===== config.mk =====
export PLATFORM = sky130hd
export DESIGN_NAME = qsfp_i2c_seq
export DESIGN_NICKNAME = d
export VERILOG_FILES = /design/src/rtl/qsfp_i2c_seq.sv
export SDC_FILE = /design/constraint.sdc
export NUM_CORES = 1
export LEC_CHECK = 0
export BUFFER_PORTS_ARGS = -buffer_cell sky130_fd_sc_hd__buf_2
export CORE_ASPECT_RATIO = 0.75
export CORE_MARGIN = 5
export CORE_UTILIZATION = 35
export CTS_CLUSTER_DIAMETER = 60
export DETAILED_ROUTE_END_ITERATION = 6
export HOLD_SLACK_MARGIN = 0.1
export PLACE_DENSITY = 0.57
export SLEW_MARGIN = 30
export SYNTH_ARGS = -nofsm -noshare
export SYNTH_HDL_FRONTEND = slang
export SYNTH_SLANG_ARGS = --single-unit

===== constraint.sdc =====
create_clock -name wb_clk_i -period 3.95 [get_ports wb_clk_i]
set_input_delay 0.9875 -clock wb_clk_i [delete_from_list [all_inputs] [get_ports wb_clk_i]]
set_output_delay 0.9875 -clock wb_clk_i [all_outputs]
set_load 0.02 [all_outputs]

===== src/rtl/qsfp_i2c_seq.sv =====
// Wishbone master sequencer: initialises an I2C master core once, then performs one QSFP register read per start.
// Optional poll timeout is compiled in when QSFP_SEQ_TIMEOUT_EN is defined.
module qsfp_i2c_seq #(
  parameter logic [15:0] PRESCALE       = 16'd49,
  parameter logic [6:0]  DEV_ADDR       = 7'h50,
  parameter logic [31:0] TIMEOUT_CYCLES = 32'd100000
) (
  input  logic       wb_clk_i,
  input  logic       wb_rst_ni,
  input  logic       start_i,
  input  logic [7:0] reg_addr_i,
  output logic       busy_o,
  output logic       done_o,
  output logic       err_o,
  output logic [7:0] rdata_o,
  output logic [2:0] wbm_adr_o,
  output logic [7:0] wbm_dat_o,
  output logic       wbm_we_o,
  output logic       wbm_cyc_o,
  output logic       wbm_stb_o,
  input  logic [7:0] wbm_dat_i,
  input  logic       wbm_ack_i
);
  typedef enum logic [1:0] {S_IDLE, S_ISSUE, S_WAIT} state_e;
  typedef enum logic [1:0] {OP_WR, OP_POLL, OP_RD} op_e;

  localparam logic [4:0] STEP_INIT_LAST  = 5'd2;
  localparam logic [4:0] STEP_TXN        = 5'd3;
  localparam logic [4:0] STEP_ABORT      = 5'd15;
  localparam logic [4:0] STEP_ABORT_POLL = 5'd16;

  state_e     state_q, state_d;
  logic [4:0] step_q, step_d;
  logic [7:0] raddr_q, raddr_d;
  logic       init_done_q, init_done_d;
  logic       busy_q, busy_d, done_q, done_d, err_q, err_d;
  logic [7:0] rdata_q, rdata_d;
  logic       cyc_q, cyc_d, stb_q, stb_d, we_q, we_d;
  logic [2:0] adr_q, adr_d;
  logic [7:0] dat_q, dat_d;
  logic [1:0] rst_sync_q;
  logic       run, tmo, ackchk, fin, fin_err;
  op_e        op;
  logic [2:0] op_adr;
  logic [7:0] op_dat;

  // Reset release is re-timed so the FSM never starts on a metastable deassertion.
  always_ff @(posedge wb_clk_i or negedge wb_rst_ni)
    if (!wb_rst_ni) rst_sync_q <= 2'b00;
    else            rst_sync_q <= {rst_sync_q[0], 1'b1};
  assign run = rst_sync_q[1];

  // Micro-program: one step per bus access kind; POLL steps repeat until TIP clears.
  always_comb begin
    op = OP_WR; op_adr = 3'd4; op_dat = 8'h00; ackchk = 1'b0;
    case (step_q)
      5'd0:  begin op_adr = 3'd0; op_dat = PRESCALE[7:0];  end
      5'd1:  begin op_adr = 3'd1; op_dat = PRESCALE[15:8]; end
      5'd2:  begin op_adr = 3'd2; op_dat = 8'h80;          end
      5'd3:  begin op_adr = 3'd3; op_dat = {DEV_ADDR, 1'b0}; end
      5'd4:  op_dat = 8'h90;
      5'd5:  begin op = OP_POLL; ackchk = 1'b1; end
      5'd6:  begin op_adr = 3'd3; op_dat = raddr_q; end
      5'd7:  op_dat = 8'h10;
      5'd8:  begin op = OP_POLL; ackchk = 1'b1; end
      5'd9:  begin op_adr = 3'd3; op_dat = {DEV_ADDR, 1'b1}; end
      5'd10: op_dat = 8'h90;
      5'd11: begin op = OP_POLL; ackchk = 1'b1; end
      5'd12: op_dat = 8'h68;
      5'd13: op = OP_POLL;
      5'd14: begin op = OP_RD; op_adr = 3'd3; end
      5'd15: op_dat = 8'h40;
      5'd16: op = OP_POLL;
      default: ;
    endcase
  end

  always_comb begin
    state_d = state_q; step_d = step_q; raddr_d = raddr_q; init_done_d = init_done_q;
    busy_d = busy_q; done_d = 1'b0; err_d = 1'b0; rdata_d = rdata_q;
    cyc_d = cyc_q; stb_d = stb_q; we_d = we_q; adr_d = adr_q; dat_d = dat_q;
    fin = 1'b0; fin_err = 1'b0;
    case (state_q)
      S_IDLE:
        if (run && start_i) begin
          raddr_d = reg_addr_i;
          step_d  = init_done_q ? STEP_TXN : 5'd0;
          busy_d  = 1'b1;
          state_d = S_ISSUE;
        end
      S_ISSUE:
        if (op == OP_POLL && tmo) begin
          fin = 1'b1; fin_err = 1'b1;
        end else begin
          cyc_d = 1'b1; stb_d = 1'b1; we_d = (op == OP_WR);
          adr_d = op_adr; dat_d = (op == OP_WR) ? op_dat : 8'h00;
          state_d = S_WAIT;
        end
      S_WAIT:
        if (wbm_ack_i) begin
          // ISSUE doubles as the idle gap, so strobes are never back-to-back.
          cyc_d = 1'b0; stb_d = 1'b0; we_d = 1'b0; state_d = S_ISSUE;
          case (op)
            OP_WR: begin
              step_d = step_q + 5'd1;
              if (step_q == STEP_INIT_LAST) init_done_d = 1'b1;
            end
            OP_POLL:
              if (tmo) begin fin = 1'b1; fin_err = 1'b1; end
              else if (wbm_dat_i[1]) begin end
              else if (ackchk && wbm_dat_i[7]) step_d = STEP_ABORT;
              else if (step_q == STEP_ABORT_POLL) begin fin = 1'b1; fin_err = 1'b1; end
              else step_d = step_q + 5'd1;
            OP_RD: begin rdata_d = wbm_dat_i; fin = 1'b1; end
            default: ;
          endcase
        end
      default: state_d = S_IDLE;
    endcase
    if (fin) begin
      state_d = S_IDLE; busy_d = 1'b0; done_d = 1'b1; err_d = fin_err;
    end
  end

`ifdef QSFP_SEQ_TIMEOUT_EN
  logic [31:0] tmo_cnt_q, tmo_cnt_d;
  assign tmo = (tmo_cnt_q >= TIMEOUT_CYCLES);
  always_comb begin
    tmo_cnt_d = 32'd0;
    if (state_q != S_IDLE && step_d == step_q && op == OP_POLL) tmo_cnt_d = tmo_cnt_q + 32'd1;
  end
  always_ff @(posedge wb_clk_i or negedge wb_rst_ni)
    if (!wb_rst_ni) tmo_cnt_q <= 32'd0;
    else            tmo_cnt_q <= tmo_cnt_d;
`else
  // Without the feature the limit has no effect.
  assign tmo = (TIMEOUT_CYCLES == 32'd0) & 1'b0;
`endif

  always_ff @(posedge wb_clk_i or negedge wb_rst_ni)
    if (!wb_rst_ni) begin
      state_q <= S_IDLE; step_q <= 5'd0; raddr_q <= 8'h00; init_done_q <= 1'b0;
      busy_q <= 1'b0; done_q <= 1'b0; err_q <= 1'b0; rdata_q <= 8'h00;
      cyc_q <= 1'b0; stb_q <= 1'b0; we_q <= 1'b0; adr_q <= 3'd0; dat_q <= 8'h00;
    end else begin
      state_q <= state_d; step_q <= step_d; raddr_q <= raddr_d; init_done_q <= init_done_d;
      busy_q <= busy_d; done_q <= done_d; err_q <= err_d; rdata_q <= rdata_d;
      cyc_q <= cyc_d; stb_q <= stb_d; we_q <= we_d; adr_q <= adr_d; dat_q <= dat_d;
    end

  assign busy_o    = busy_q;
  assign done_o    = done_q;
  assign err_o     = err_q;
  assign rdata_o   = rdata_q;
  assign wbm_adr_o = adr_q;
  assign wbm_dat_o = dat_q;
  assign wbm_we_o  = we_q;
  assign wbm_cyc_o = cyc_q;
  assign wbm_stb_o = stb_q;
endmodule


Word level (Yosys, flattened, before mapping)
Cells that the tools add are included.
- add/subtract/negate cells: 1
- mux-type cells: 34
- multipliers: 0
- shifts and indexed selects: 0
- order comparisons: 0
- bitwise logic cells: 0
- divide/modulo/power cells: 0
- eq/ne operators: 27
- reduce and logical (&&, ||, !) cells: 20
- operators by type and width (operator ; number):
    case mux 8 bit (9 select lines) ; 1
    equality test 5 x 4 -> 1 bit (second input constant) ; 8
    two-way mux 5 bit ; 5
    equality test 5 x 3 -> 1 bit (second input constant) ; 4
    case mux 5 bit (2 select lines) ; 2
    two-way mux 1 bit ; 15
    != test 3 bit (second input constant) ; 4
    case mux 3 bit (4 select lines) ; 1
    equality test 5 x 2 -> 1 bit (second input constant) ; 2
    two-way mux 2 bit ; 4
    two-way mux 8 bit ; 1
    AND reduction 2 bit ; 4
    nonzero test 2 bit ; 4
    case mux 1 bit (2 select lines) ; 3
    case mux 2 bit (3 select lines) ; 1
    AND reduction 6 bit ; 1
    adder 5 x 1 -> 5 bit (second input constant) ; 1
    equality test 5 x 1 -> 1 bit (second input constant) ; 1
    equality test 5 bit (second input constant) ; 1
    zero test 5 bit ; 1
    OR reduction 5 bit ; 1
    equality test 2 x 1 -> 1 bit (second input constant) ; 2
    equality test 2 bit (second input constant) ; 2
    zero test 2 bit ; 2
    other kinds (9) ; 11
- register bits after elaboration: 42
- latch bits: 0
- memories kept: 0
- bits in read-only memories: 0
- output and inout bits: 25
- RAM bits: 0

Depth between registers and ports, before layout
Gate-level depths: netlist of run 1.
- depth in word-level cells: 11
- depth in mapped cells: 11

Worst setup path before layout of run 1
Ideal clock, no wire load.
- path type: register to register
- start point: register step_q[0]
- end point: register step_q[2]
- arrival: 2.046 ns
- path buffers: 1
- required time: 3.827 ns
- cell stages (with the launch flop): 11
- library setup time: 0.123 ns
- setup slack: 1.781 ns
- cells stage by stage: dfrtp_1 -> inv_1 -> ha_1 -> buf_4 -> a2bb2oi_1 -> o21ai_0 -> ha_1 -> and2_1 -> a211oi_2 -> nand2_1 -> o221a_1
- longest elaborated chain between the ends: 9
- elaborated cells between the ends (all ways): 24
- RTL lines (element ; RTL line ; source):
    start, declared ; 33 ; logic [4:0] step_q, step_d;
    start signal, assigned ; 146 ; state_q <= state_d; step_q <= step_d; raddr_q <= raddr_d; init_done_q <= init_done_d;
    parallel branches: the longest is 9 deep, another holds adder 5 x 1 -> 5 bit ; - ;
Several ways; the timed one is not identified. The select of a mux whose other input is x is not followed.
A chain may end at the register's enable or synchronous reset.

Worst setup path in the final report of run 1
- start point: register step_q[2]
- end point: register step_q[2]
Same word-level chain as after synthesis.

==> results.toml, run 1 <==
[power]
cellPowerDensity_nw_per_um2 = 629
power.share.switching = 0.400
clkPwrFrac = 0.185
leakagePower_nw = 1.20
p_int_mw = 0.966
switchingPower_mw = 0.645
combPwrFrac = 0.415
vdd_drop_max_uv = 199
p_seq_frac = 0.400

[critical_path]
worstPathMaxFanout = 19
crit_type = "reg2reg"
crit_path_end_kind = "flip-flop"
worstPathArrival_ns = 2.83
required_ns = 4.17
crit_path_start_kind = "flip-flop"

[die]
num_io_pins = 45
die_area_um2 = 7930
core_um2 = 5950
die_x_um = 101
initial_core_util = 0.367
dieHeight_um = 78.4
num_rows = 24

[clocking]
postCtsSetupBuffers = 0
cts_tree = "built"
clkTransAtPathRegs_ns = 0.09
tritoncts.num_buffers = 5
clockBufferDepth = 2
root_buffer = "clkbuf_8"
htreeDepth = 2
post_cts_resized = 0
postCtsHoldBufs = 0
clk-insertion-delay-late_ns = 0.29
clock-sinks = 42

[drt]
drt-total-wl_um = 4720
drtIter0Drc = 140
via_count = 1594
routedWlPerCell_um = 14.5
firstDrtPassIters = 4
drc = 0
via_per_inst = 4.90
postRouteAntennaNets = 0

[yosys]
yosysMostFrequentCell = "dfrtp_1"
synth.area.top_cells = "dfrtp_1 48%, mux2_2 8.8%, nand2_1 4.6%"
ys.flop_type = "dfrtp_1"
yosys_warnings = 0
ys_types = 49
yosysSeqAreaShare = 0.482
async_reset_ff_frac = 1.00
synth_seq_cells = 42
synth_commonest_cells = "42 x dfrtp_1, 27 x nand2_1, 17 x mux2_2, 12 x o21ai_0, 10 x nor2_1"
synth_fp_nets = 231
synth_edf_count = 0
synthCells = 203
avgSynthCellArea_um2 = 10.7
yosys.area.top_type = "dfrtp_1"
synth_top_area_share = 0.482
synth_area_um2 = 2180

[sta]
drv_slew = 0
maxSlewHeadroom = 0.441
fin_crit_ns = 2.60
period_share = 0.659
worst_pin_slew_ns = 0.834
clock.fmax_mhz = 384
setup_violations = 0
finalHoldViolCount = 0
setup_tns_ns = 0
rsz0062_at_grt = "false"
setup_slack_ns = 1.35
skew_ns = 0.0115
hold-worst-slack_ns = 0.358

[global_routing]
grt_pass1_wl_um = 7750
grt_max_degree = 23
grt_pass1_vias = 1489
grt_antenna_before_repair = 0
grt_usage = 0.124
grt-ovfl-total = 0

[final_layout]
area_growth_pct = 17.4
num-nets-final = 274
multi_input_area_um2 = 1030
seqCellArea_um2 = 1050
nFillCells = 600
diodes = 0
drive_gt1_frac = 0.356

[placement]
preCtsSetupSlack_ns = 1.43
gp_congestion = 0.866
dp_hpwl_um = 3520
portBuffers = 44

[flow_run]
drv_cap = 0

[worst_hold_path]
hold_class = "reg2reg"

[outcome]
outcome = "finished clean"
-- logic make-up after synthesis --
logic type | after synthesis | synth area share
flip-flops | 42 | 0.482
other | 1 | 0.00172
AND/OR/NAND/NOR | 70 | 0.177
AO/OA/AOI/OAI | 45 | 0.157
adder cells (fa/ha/maj) | 8 | 0.0459
buffers and inverters | 19 | 0.0447
multiplexers | 17 | 0.0878
XOR/XNOR | 1 | 0.00402
-- power by group through the flow --
stage	Combinational, mW	Sequential, mW	Clock (mW)
after floorplan	0.484	0.671	0
after global placement	0.668	0.650	0
after detailed placement	0.673	0.655	0
after CTS	0.675	0.646	0.310
after global routing	0.736	0.668	0.328
final	0.669	0.645	0.298
-- worst paths after layout --
check | startpoint | end | slack, ns | cells after the start
setup / recovery | step_q[2] | step_q[2] | 1.35 | 9
hold / removal | rst_sync_q[0] | rst_sync_q[1] | 0.36 | 0
setup reg to reg | step_q[2] | step_q[2] | 1.35 | 9
hold reg to reg | rst_sync_q[0] | rst_sync_q[1] | 0.36 | 0
max in group asynchronous | wb_rst_ni | raddr_q[3] | 2.80 | 2
min in group asynchronous | wb_rst_ni | done_o | 0.65 | 1
-- layout by cell type, fill, tap and decap left out, drive strengths merged, types with 3 or more instances in the layout --
| cell type | instances |
|---|---|
| o31ai | 3 |
| a21oi | 9 |
| nor3 | 4 |
| o21ai | 13 |
| and3 | 3 |
| nor2b | 3 |
| clkbuf | 7 |
| nor2 | 11 |
| a211oi | 4 |
| buf | 45 |
| nand3 | 7 |
| ha | 8 |
| nand2 | 27 |
| dfrtp | 42 |
| mux2 | 17 |
| nand2b | 5 |
| inv | 11 |
-- through the flow --
stage	cell area, um^2	instances	total power [mW]	util
after global placement	2440	316	1.32	0.410
after detailed placement	2470	317	1.33	0.415
after global routing	2560	325	1.73	0.431
final	2560	325	1.61	0.431
after floorplan	2180	203	1.15	-
after CTS	2560	325	1.63	0.431
-- state kept, by name, indices dropped and copies added, names as in the netlist --
signal	flops
state_q	2
busy_o	1
err_o	1
step_q	5
init_done_q	1
done_o	1
rst_sync_q	2
rdata_o	8
wbm_adr_o	3
raddr_q	8
wbm_stb_o	1
wbm_dat_o	8
wbm_we_o	1
-- cell type report --
cell class | count | share of cell area
sequential | 42 | 0.410
inverter | 10 | 0.0147
clock inverter | 1 | 0.00342
multi-input combinational | 142 | 0.403
tap | 78 | 0.0381
clock buffer | 7 | 0.0337
timing repair buffer | 45 | 0.0967
-- critical path, cell delays in order (launching register included) --
cell      delay, ns
dfrtp_1        0.77
inv_2          0.15
nor2_2         0.20
nand3_2        0.13
ha_1           0.32
and2_1         0.16
a211oi_2       0.29
nand2_1        0.15
a21oi_1        0.17
o221a_1        0.19
-- routing by layer --
layer / GRT usage / vias to the layer above / share of wire
li1: - / 795 / -
met1: 0.198 / 759 / 0.53
met2: 0.161 / 38 / 0.42
met3: 0.0301 / 2 / 0.049
met4: 0.0398 / 0 / 0.0051
met5: 0 / - / 0
Note: power is estimated with default switching activity, not from simulation.
==> run 2: changes to the inputs <==
ABC_AREA = 1   (was not set)
PLACE_DENSITY = 0.59   (was 0.57)
clock period = 2.2 ns   (was 3.95 ns; I/O delays follow)
==> results.toml, run 2 <==
[yosys]
synth_fp_nets = 256
avgSynthCellArea_um2 = 9.43
ys.flop_type = "dfrtp_1"
synthCells = 228
synth_seq_cells = 42
yosys.area.top_type = "dfrtp_1"
yosys_warnings = 0
yosysSeqAreaShare = 0.489
synth_commonest_cells = "60 x nand2_1, 42 x dfrtp_1, 21 x inv_1, 15 x nor2_1, 13 x nand3_1"
synth.area.top_cells = "dfrtp_1 49%, nand2_1 10%, mux2_4 4.9%"
yosysMostFrequentCell = "nand2_1"
synth_top_area_share = 0.489
ys_types = 34
synth_edf_count = 0
synth_area_um2 = 2150
async_reset_ff_frac = 1.00

[global_routing]
grt_pass1_vias = 1605
grt_antenna_before_repair = 0
grt-ovfl-total = 0
grt_usage = 0.126
grt_max_degree = 23
grt_pass1_wl_um = 8030

[final_layout]
area_growth_pct = 22.2
design_area_um2 = 2630
drive_gt1_frac = 0.372
diodes = 0
postLayoutCoreUtil = 0.446
layout.cells.most_common = "nand2_1"
layout_common_cells = "59 x nand2_1, 44 x buf_2, 40 x dfrtp_1, 19 x inv_1"
finalNonFillerCells = 360
num-nets-final = 309

[drt]
drt-total-wl_um = 4790
drtIter0Drc = 75
firstDrtPassIters = 4
postRouteAntennaNets = 0
via_count = 1658
via_per_inst = 4.61
drc = 0
routedWlPerCell_um = 13.3

[sta]
skew_ns = 0.00598
maxSlewHeadroom = 0.639
finalHoldViolCount = 0
fin_crit_ns = 2.07
clock.fmax_mhz = 483
setup_violations = 0
period_share = 0.942
drv_slew = 0
worst_pin_slew_ns = 0.542
setup_slack_ns = 0.128

[die]
die_x_um = 101
num_io_pins = 45
core_um2 = 5890
die_area_um2 = 7830
num_rows = 24
dieHeight_um = 77.9
initial_core_util = 0.365

[power]
leakagePower_nw = 1.41
vdd_drop_max_uv = 448
cellPowerDensity_nw_per_um2 = 1040

[critical_path]
required_ns = 2.38
crit_path_end_kind = "flip-flop"
slowest_delay_ns = 0.42
worst-path-buf-inv = 2
reg2reg_to = "step_q[2]"
worstPathArrival_ns = 2.26
r2r-start = "step_q[0]"
worstPathMaxFanout = 6
crit_type = "reg2reg"
crit_path_start_kind = "flip-flop"
crit_path_cell_trace = "inv_1 -> ha_2 -> nand3_2 -> o21ai_0 -> nor2_2 -> inv_1 -> ha_2 -> nand2_1 -> nor2_1 -> nor2_2 -> nand3b_4 -> nand2_1 -> o21ai_1"
crit_slowest_cell = "dfrtp_2"
r2r_cells = 13
ff2ff_setup_slack_ns = 0.13
crit_family = "simple AND/OR/NAND/NOR gates"

[placement]
gp_congestion = 0.929
portBuffers = 44
place_inst = 350
preCtsSetupSlack_ns = 0.0346
dp_hpwl_um = 3680
placed_area_um2 = 2480

[flow_run]
drv_cap = 0

[clocking]
clock-sinks = 42
clk-insertion-delay-late_ns = 0.30
clockBufferDepth = 2
root_buffer = "clkbuf_8"
clkTransAtPathRegs_ns = 0.08
tritoncts.num_buffers = 5
htreeDepth = 2
cts_tree = "built"
postCtsHoldBufs = 0

[worst_hold_path]
hold_class = "in2async"

[outcome]
outcome = "finished clean"
-- run 2: cell types whose count changed in the layout (fill, tap and decap cells not counted), moves of 4 or more --
cell / previous run / this run
ha_2: 0 / 4
ha_1: 8 / 4
mux2_4: 0 / 7
a21oi_1: 9 / 4
inv_1: 8 / 19
inv_2: 2 / 6
nor2_4: 0 / 4
nand2_1: 27 / 59
buf_4: 0 / 4
mux2_2: 17 / 8
nand3_1: 5 / 13
o21ai_1: 0 / 4
-- run 2: per-layer routing --
layer,vias to the layer above,part of all wire,GRT usage
met5,-,0,0
met4,0,0,0.0242
met3,0,0.075,0.0376
met2,48,0.38,0.167
met1,769,0.54,0.200
li1,841,-,-
-- run 2: how the worst max path moves through the flow --
stage / start / to / slack [ns] / depth (start not counted)
4_1_cts: step_q[0] / step_q[1] / 0.03 / 16
2_1_floorplan: step_q[0] / step_q[3] / 0.20 / 14
3_5_place_dp: step_q[0] / step_q[2] / 0.03 / 15
6_report: step_q[0] / step_q[2] / 0.13 / 13
3_3_place_gp: step_q[0] / step_q[0] / 0.09 / 16
5_1_grt: step_q[0] / step_q[2] / -0.01 / 13
-- run 2: layout make-up --
cell class	count	area [um^2]
clock buffer	6	72.6
multi-input combinational	157	1020
sequential	42	1050
clock inverter	2	13.8
fill	613	3260
timing repair buffer	49	270
inverter	26	100
tap	78	97.6
-- run 2: cells by family (layout without fill, tap and decap cells) --
family,Yosys count,after routing,share of synthesized area
and+or+nand+nor,105,106,0.238
DFF,42,42,0.489
buffers and inverters,30,83,0.0588
AOI/OAI and AO/OA,25,25,0.0675
muxes,15,15,0.0908
adders and majority gates,8,8,0.0465
xor gates and xnor gates,2,2,0.00815
other,1,1,0.00174
-- run 2: through the flow --
step	total power, mW	setup TNS (ns)	hold slack [ns]
floorplan	1.89	0	0.254
global placement	2.17	0	0.339
detailed placement	2.19	0	0.343
CTS	2.69	0	0.238
global route	2.97	-0.0215	0.257
finish	2.74	0	0.222
-- run 2: timing repair --
item                       4_1_cts  5_1_grt
setup endpoints to repair        0       18
gates resized for setup          0       14
setup buffers                    0        1
-- run 2: where the power goes --
group	switching, mW	internal (mW)	total (mW)
logic	0.689	0.428	1.12
registers	0.147	0.979	1.13
clock network	0.276	0.224	0.500
total	1.11	1.63	2.74
